[src/rtl/lowx_mem_arbiter.sv]
// lowx_mem_arbiter: shares one memory port between icache refills and dcache refills/writebacks,
// one transaction in flight. Define LOWX_ARB_PERF_EN to add grant/drop performance counters.
module lowx_mem_arbiter #(
   parameter int XLEN         = 32,
   parameter int BLK_SIZE     = 128,
   parameter int STARVE_LIMIT = 4
) (
   input  logic                clk_i,
   input  logic                rst_ni,
   input  logic                ic_req_valid_i,
   output logic                ic_req_ready_o,
   input  logic [XLEN-1:0]     ic_req_addr_i,
   input  logic                ic_req_uncached_i,
   input  logic                ic_flush_i,
   output logic                ic_res_valid_o,
   output logic [BLK_SIZE-1:0] ic_res_blk_o,
   input  logic                dc_req_valid_i,
   output logic                dc_req_ready_o,
   input  logic [XLEN-1:0]     dc_req_addr_i,
   input  logic                dc_req_rw_i,
   input  logic [BLK_SIZE-1:0] dc_req_wdata_i,
   input  logic                dc_req_uncached_i,
   output logic                dc_res_valid_o,
   output logic [BLK_SIZE-1:0] dc_res_blk_o,
   output logic                mem_req_valid_o,
   input  logic                mem_req_ready_i,
   output logic [XLEN-1:0]     mem_req_addr_o,
   output logic                mem_req_rw_o,
   output logic [BLK_SIZE-1:0] mem_req_wdata_o,
   output logic                mem_req_uncached_o,
   input  logic                mem_res_valid_i,
   input  logic [BLK_SIZE-1:0] mem_res_blk_i,
   output logic                busy_o
`ifdef LOWX_ARB_PERF_EN
   ,
   output logic [31:0]         perf_ic_grants_o,
   output logic [31:0]         perf_dc_grants_o,
   output logic [31:0]         perf_ic_dropped_o
`endif
);

   typedef enum logic [1:0] {S_IDLE, S_REQ, S_WAIT} state_t;

   localparam logic [3:0] LP_STARVE = 4'(STARVE_LIMIT);

   state_t                r_state;
   state_t                w_next_state;
   logic [3:0]            r_starve_cnt;
   logic                  r_owner_ic;
   logic                  r_drop;
   logic [XLEN-1:0]       r_addr;
   logic                  r_rw;
   logic [BLK_SIZE-1:0]   r_wdata;
   logic                  r_uncached;
   logic                  w_grant_dc;
   logic                  w_grant_ic;
   logic                  w_res_fire;
   logic                  w_drop_eff;
   logic                  w_ic_res_vld;
   logic                  w_dc_res_vld;

   // DC wins ties until the icache has lost STARVE_LIMIT times in a row.
   assign w_grant_dc   = (r_state == S_IDLE) && dc_req_valid_i &&
                         (!ic_req_valid_i || (r_starve_cnt < LP_STARVE));
   assign w_grant_ic   = (r_state == S_IDLE) && !w_grant_dc && ic_req_valid_i && !ic_flush_i;
   assign w_res_fire   = (r_state == S_WAIT) && mem_res_valid_i;
   // A flush coinciding with the response cycle also kills that response.
   assign w_drop_eff   = r_drop || (ic_flush_i && r_owner_ic);
   assign w_ic_res_vld = w_res_fire && r_owner_ic && !w_drop_eff;
   assign w_dc_res_vld = w_res_fire && !r_owner_ic;

   always_ff @(posedge clk_i or negedge rst_ni) begin
      if (!rst_ni) r_state <= S_IDLE;
      else         r_state <= w_next_state;
   end

   always_comb begin
      w_next_state = r_state;
      case (r_state)
         S_IDLE:  if (w_grant_dc || w_grant_ic) w_next_state = S_REQ;
         S_REQ:   if (mem_req_ready_i) w_next_state = S_WAIT;
         S_WAIT:  if (mem_res_valid_i) w_next_state = S_IDLE;
         default: w_next_state = S_IDLE;
      endcase
   end

   always_comb begin
      ic_req_ready_o     = w_grant_ic;
      dc_req_ready_o     = w_grant_dc;
      busy_o             = (r_state != S_IDLE);
      mem_req_valid_o    = (r_state == S_REQ);
      mem_req_addr_o     = '0;
      mem_req_rw_o       = 1'b0;
      mem_req_wdata_o    = '0;
      mem_req_uncached_o = 1'b0;
      if (r_state == S_REQ) begin
         mem_req_addr_o     = r_addr;
         mem_req_rw_o       = r_rw;
         mem_req_wdata_o    = r_wdata;
         mem_req_uncached_o = r_uncached;
      end
      ic_res_valid_o = w_ic_res_vld;
      ic_res_blk_o   = w_ic_res_vld ? mem_res_blk_i : '0;
      dc_res_valid_o = w_dc_res_vld;
      dc_res_blk_o   = w_dc_res_vld ? mem_res_blk_i : '0;
   end

   always_ff @(posedge clk_i or negedge rst_ni) begin
      if (!rst_ni) begin
         r_starve_cnt <= '0;
         r_owner_ic   <= 1'b0;
         r_drop       <= 1'b0;
      end else begin
         if (w_grant_dc) begin
            r_owner_ic <= 1'b0;
            if (ic_req_valid_i && (r_starve_cnt != 4'hF)) r_starve_cnt <= r_starve_cnt + 4'd1;
         end else if (w_grant_ic) begin
            r_owner_ic   <= 1'b1;
            r_starve_cnt <= '0;
         end
         if (w_next_state == S_IDLE)                              r_drop <= 1'b0;
         else if ((r_state != S_IDLE) && ic_flush_i && r_owner_ic) r_drop <= 1'b1;
      end
   end

   // Payload is only visible while in REQ, so it needs no reset.
   always_ff @(posedge clk_i) begin
      if (w_grant_dc) begin
         r_addr     <= dc_req_addr_i;
         r_rw       <= dc_req_rw_i;
         r_wdata    <= dc_req_wdata_i;
         r_uncached <= dc_req_uncached_i;
      end else if (w_grant_ic) begin
         r_addr     <= ic_req_addr_i;
         r_rw       <= 1'b0;
         r_wdata    <= '0;
         r_uncached <= ic_req_uncached_i;
      end
   end

`ifdef LOWX_ARB_PERF_EN
   always_ff @(posedge clk_i or negedge rst_ni) begin
      if (!rst_ni) begin
         perf_ic_grants_o  <= '0;
         perf_dc_grants_o  <= '0;
         perf_ic_dropped_o <= '0;
      end else begin
         if (w_grant_ic) perf_ic_grants_o <= perf_ic_grants_o + 32'd1;
         if (w_grant_dc) perf_dc_grants_o <= perf_dc_grants_o + 32'd1;
         if (w_res_fire && r_owner_ic && w_drop_eff) perf_ic_dropped_o <= perf_ic_dropped_o + 32'd1;
      end
   end
`endif

endmodule

[config.mk]
export PLATFORM = sky130hd
export DESIGN_NAME = lowx_mem_arbiter
export DESIGN_NICKNAME = d
export VERILOG_FILES = /design/src/rtl/lowx_mem_arbiter.sv
export SDC_FILE = /design/constraint.sdc
export NUM_CORES = 1
export LEC_CHECK = 0
export CORE_AREA = 4 4 295 297
export CTS_BUF_LIST = sky130_fd_sc_hd__clkbuf_8
export CTS_CLUSTER_DIAMETER = 80
export DETAILED_ROUTE_END_ITERATION = 8
export DIE_AREA = 0 0 299 301
export GPL_ROUTABILITY_DRIVEN = 0
export SLEW_MARGIN = 10
export SYNTH_ARGS = -nofsm -noshare
export SYNTH_HDL_FRONTEND = slang
export SYNTH_SLANG_ARGS = --single-unit
[constraint.sdc]
create_clock -name clk_i -period 8.5 [get_ports clk_i]
set_clock_uncertainty 0.2 [all_clocks]
set_input_delay 0.85 -clock clk_i [delete_from_list [all_inputs] [get_ports clk_i]]
set_output_delay 0.85 -clock clk_i [all_outputs]
set_load 0.03 [all_outputs]
---- Word-level counts from Yosys, hierarchy flattened ----
Cells that the tools add are included.
operators by class
  muxes and demuxes ....................... 25
  add/subtract/negate cells ............... 1
  reduce and logical (&&, ||, !) cells .... 27
  magnitude comparators ................... 1
  equality and inequality tests ........... 4
operators with widths
  cell                                                         number
  two-way mux 128 bit                                          5
  two-way mux 32 bit                                           3
  logical AND 1 bit                                            13
  two-way mux 4 bit                                            3
  two-way mux 1 bit                                            10
  two-way mux 2 bit                                            3
  case mux 2 bit (3 select lines)                              1
  nonzero test 2 bit                                           3
  zero test 1 bit                                              5
  adder 4 x 1 -> 4 bit (second input constant)                 1
  zero test 2 bit                                              2
  less-than comparator 4 x 3 -> 1 bit (second input constant)  1
  != test 4 bit (second input constant)                        1
  logical OR 1 bit                                             3
  equality test 2 x 1 -> 1 bit (second input constant)         1
  equality test 2 bit (second input constant)                  1
  != test 2 x 1 -> 1 bit (second input constant)               1
  AND reduction 2 bit                                          1
word-level totals
  output and inout bits ................... 424
  input port bits ......................... 330
  word-level logic and storage cells ...... 66
  register bits ........................... 170

---- Logic depth before layout (Yosys ltp) ----
  word-level depth ........................ 12
  depth in mapped cells ................... 6
  gate-level depth less buffers ........... 4

---- Worst setup path before layout ----
No wires, ideal clock.
  path kind ............................... input -> register
  from .................................... in dc_req_valid_i
  to ...................................... reg r_addr[0], enable pin
  required time ........................... 7,772 ps
  setup time .............................. 528 ps
  buffers on the path ..................... 0
  cell stages on the path ................. 3
  data arrival time ....................... 4,656 ps
  setup slack ............................. 3,116 ps
  path through ............................ nor3b_4 nand2_2 nand2_1
between the ends
  longest elaborated chain between the ends .. 7
RTL lines
  item                                   line  RTL
  from (decl)                            17    input logic dc_req_valid_i,
  logical AND 1 bit * (2 in series)      63    assign w_grant_dc = (r_state == S_IDLE) && dc_req_valid_i &&
  zero test 1 bit                        65    assign w_grant_ic = (r_state == S_IDLE) && !w_grant_dc && ic_req_valid_i && !ic_flush_i;
  logical AND 1 bit (3 in series)        65
  nonzero test 2 bit (no source line) *  -
  to (signal assigned)                   129   r_addr <= dc_req_addr_i;
  to (signal assigned)                   134   r_addr <= ic_req_addr_i;
  to (decl)                              51    logic [XLEN-1:0] r_addr;
Every way passes the cells marked *; elsewhere a longest branch is shown, timed or not.
A chain may end at the register's enable or synchronous reset.

---- Worst setup path in the final report ----
  from .................................... reg r_state[1]
  to ...................................... out mem_req_wdata_o[123]
between the ends
  longest elaborated chain between the ends .. 2
RTL lines
  item                          line  RTL
  from (decl)                   46    state_t r_state;
  from (signal assigned)        74    else r_state <= w_next_state;
  equality test 2 x 1 -> 1 bit  96    if (r_state == S_REQ) begin
  two-way mux 128 bit           96
  to (decl)                     29    output logic [BLK_SIZE-1:0] mem_req_wdata_o,
No other way between the ends.

==> impl_metrics.json <==
{
  "drt-total-wl_mm": 57.46,
  "grt_usage": 0.1212,
  "cts_made_buffers": 17,
  "crit_path_cell_trace": "nand2b_1 > inv_4 > buf_4 > and2_1 > clkdlybuf4s50_1",
  "hold_viol_final": 0,
  "fin_nets": 1897,
  "cp.buffers_inverters": 3,
  "grt_max_degree": 152,
  "grt_pass1_wl_mm": 75.58,
  "peakVddDrop_uv": 231.6,
  "synthArstFlopShare": 0.04706,
  "yosysWarnings": 0,
  "viasPerCell": 3.356,
  "cts_hold_buffers": 0,
  "yosys.area_share.simple": 0.3743,
  "die_area_um2": 90000,
  "routedWlPerCell_um": 20.99,
  "yosys-top-cells-area": "edfxtp_1 (51%), and2_1 (28%), and3_1 (8.5%), mux2_2 (2.6%), clkbuf_1 (2.3%)",
  "worstHoldPathType": "reg2reg",
  "cts_root_buf": "clkbuf_8",
  "leakage_nw": 6.865,
  "start_util": 0.1121,
  "nFillCells": 9246,
  "drive_above_1_share": 0.04433,
  "grt-ovfl-total": 0,
  "synth_cells": 863,
  "status": "finished clean",
  "drt-pass1-iter-count": 5,
  "synth.largest_area_cell": "edfxtp_1",
  "fmax_ghz": 0.2065,
  "critPathArrivalTime_ns": 3.79,
  "die_h_um": 301,
  "clock_latency_ns": 0.54,
  "max_slew_margin": 0.2859,
  "synthMostInstantiatedCell": "and2_1",
  "cp-start-kind": "flip-flop",
  "post_cts_buffers": 0,
  "period_share": 0.5698,
  "rows": 107,
  "synth_compound_area_frac": 0.008179,
  "tritoncts": "yes",
  "ant_nets": 0,
  "synth_top_family_by_area": "simple AND/OR/NAND/NOR gates",
  "fin_crit_ns": 4.843,
  "antenna_found_initial": 45,
  "synthAdderAreaFrac": 0.001319,
  "tightest_slew_ns": 1.071,
  "cts-htree-levels": 4,
  "setup_tns_ns": 0,
  "power_density_nw_per_um2": 247.3,
  "critPathMaxStageDelay_ns": 0.98,
  "area_delta_synth_final_pct": 96.16,
  "synth_common_cells": "and2_1 (418), edfxtp_1 (162), and3_1 (129)",
  "drt_drc_violations_left": 0,
  "max_cap_viol_count": 0,
  "ys_ff_latch": 170,
  "seq_area_frac_synth": 0.5340,
  "vias": 9190,
  "crit_family": "buffers and inverters",
  "numClockSinks": 170,
  "rsz0062_at_grt": "no",
  "slowest_stage": "clkdlybuf4s50_1",
  "fin_util": 0.2199,
  "cts_resized": 0,
  "synth_xor_area_frac": 0,
  "dp.final_hpwl_mm": 47.01,
  "cts.reportedPaths.clkPinSlew_ns": 0.09,
  "synth_edf_count": 162,
  "muxShareOfSynthArea": 0.04024,
  "setup_viol": 0,
  "avgSynthCellArea_um2": 10.99,
  "port_buffers": 753,
  "critical_path_class": "reg2out",
  "synth_top_cell_area_share": 0.5129,
  "cts_buffer_depth": 2,
  "cp-end-kind": "primary output",
  "die_w_um": 299,
  "syn-num-nets": 1194,
  "io_pins": 754,
  "drv_slew": 0,
  "cp_max_fo": 98,
  "synth_flop_cell": "edfxtp_1",
  "first_iter_violations": 514,
  "synth_cell_types": 33,
  "grt_pass1_vias": 9192,
  "core_area_um2": 84610,
  "syn-cell-area_um2": 9484,
  "cp.required_ns": 7.45
}
-- state kept, by name (all words and copies together) (netlist names) --
register      count
r_owner_ic        1
r_state           2
r_addr           32
r_starve_cnt      4
r_uncached        1
r_wdata         128
r_rw              1
r_drop            1
-- power by group --
| group | switching [mW] | internal (mW) |
|---|---|---|
| Sequential | 0.0711 | 1.31 |
| Combinational | 1.57 | 1.01 |
| Clock | 0.399 | 0.244 |
| Total | 2.04 | 2.57 |
-- cell type report --
class                           count  area [um2]  share of cell area
Clock inverter                     15       156.4            0.008407
Tap cell                         1144        1431             0.07694
Inverter                            3       13.76           0.0007398
Multi-Input combinational cell    613        4056              0.2180
Antenna cell                       15       37.54            0.002018
Sequential cell                   170        5065              0.2722
Clock buffer                       17       234.0             0.01258
Timing Repair Buffer              761        7610              0.4090
-- stage by stage --
step	cell area, um2	total power [mW]	cells	hold WS [ns]	worst slack [ns]
2_1_floorplan	9484	2.851	863	0.2739	3.116
3_3_place_gp	18180	4.025	2691	0.2927	3.616
3_5_place_dp	18180	4.030	2691	0.3032	3.645
4_1_cts	18570	4.721	2723	0.2631	3.341
5_1_grt	18570	4.864	2726	0.3278	3.224
6_report	18600	4.601	2738	0.3261	3.657
-- cells in the final DEF (no fill, tap or decap), types with 2 or more instances in the layout --
cell type        count
inv_8                4
o2bb2ai_1            2
and3_1             129
inv_1                2
mux2_2              22
a21oi_1              2
edfxtp_1           162
a31oi_1              2
nor2_1               5
inv_6                4
and2_1             418
diode_2             15
clkdlybuf4s50_1    753
dfrtp_1              8
a41oi_1              2
nand3b_1             2
mux2_1              11
buf_4                7
clkinv_2             2
clkbuf_8            17
nand2_1              3
-- metal layers --
layer	routed length (um)	vias up	GRT usage
met4	1487	12	0.03703
li1	-	4314	-
met1	20710	4264	0.1228
met5	78	-	0
met3	4768	94	0.04376
met2	30420	506	0.2310
-- path summary, 6_finish.rpt --
kind                       cells after the start            start  slack [ns]                   end
max                                            5       r_state[1]        3.66  mem_req_wdata_o[123]
min                                            1  r_starve_cnt[1]        0.33       r_starve_cnt[1]
max reg2reg                                    4  r_starve_cnt[2]        5.45           r_wdata[93]
min reg2reg                                    1  r_starve_cnt[1]        0.33       r_starve_cnt[1]
max in group asynchronous                      1           rst_ni        7.41                r_drop
min in group asynchronous                      1           rst_ni        0.38            r_state[0]
-- cells by family (layout without fill, tap and decap cells) --
logic type | count (synthesis) | in the layout
AND/OR/NAND/NOR | 567 | 567
flip-flops | 170 | 170
buffers and inverters | 80 | 796
multiplexers | 34 | 34
AO/OA/AOI/OAI | 11 | 11
adder cells (fa/ha/maj) | 1 | 1
other | 0 | 15
(Power assumes the default switching activity.)
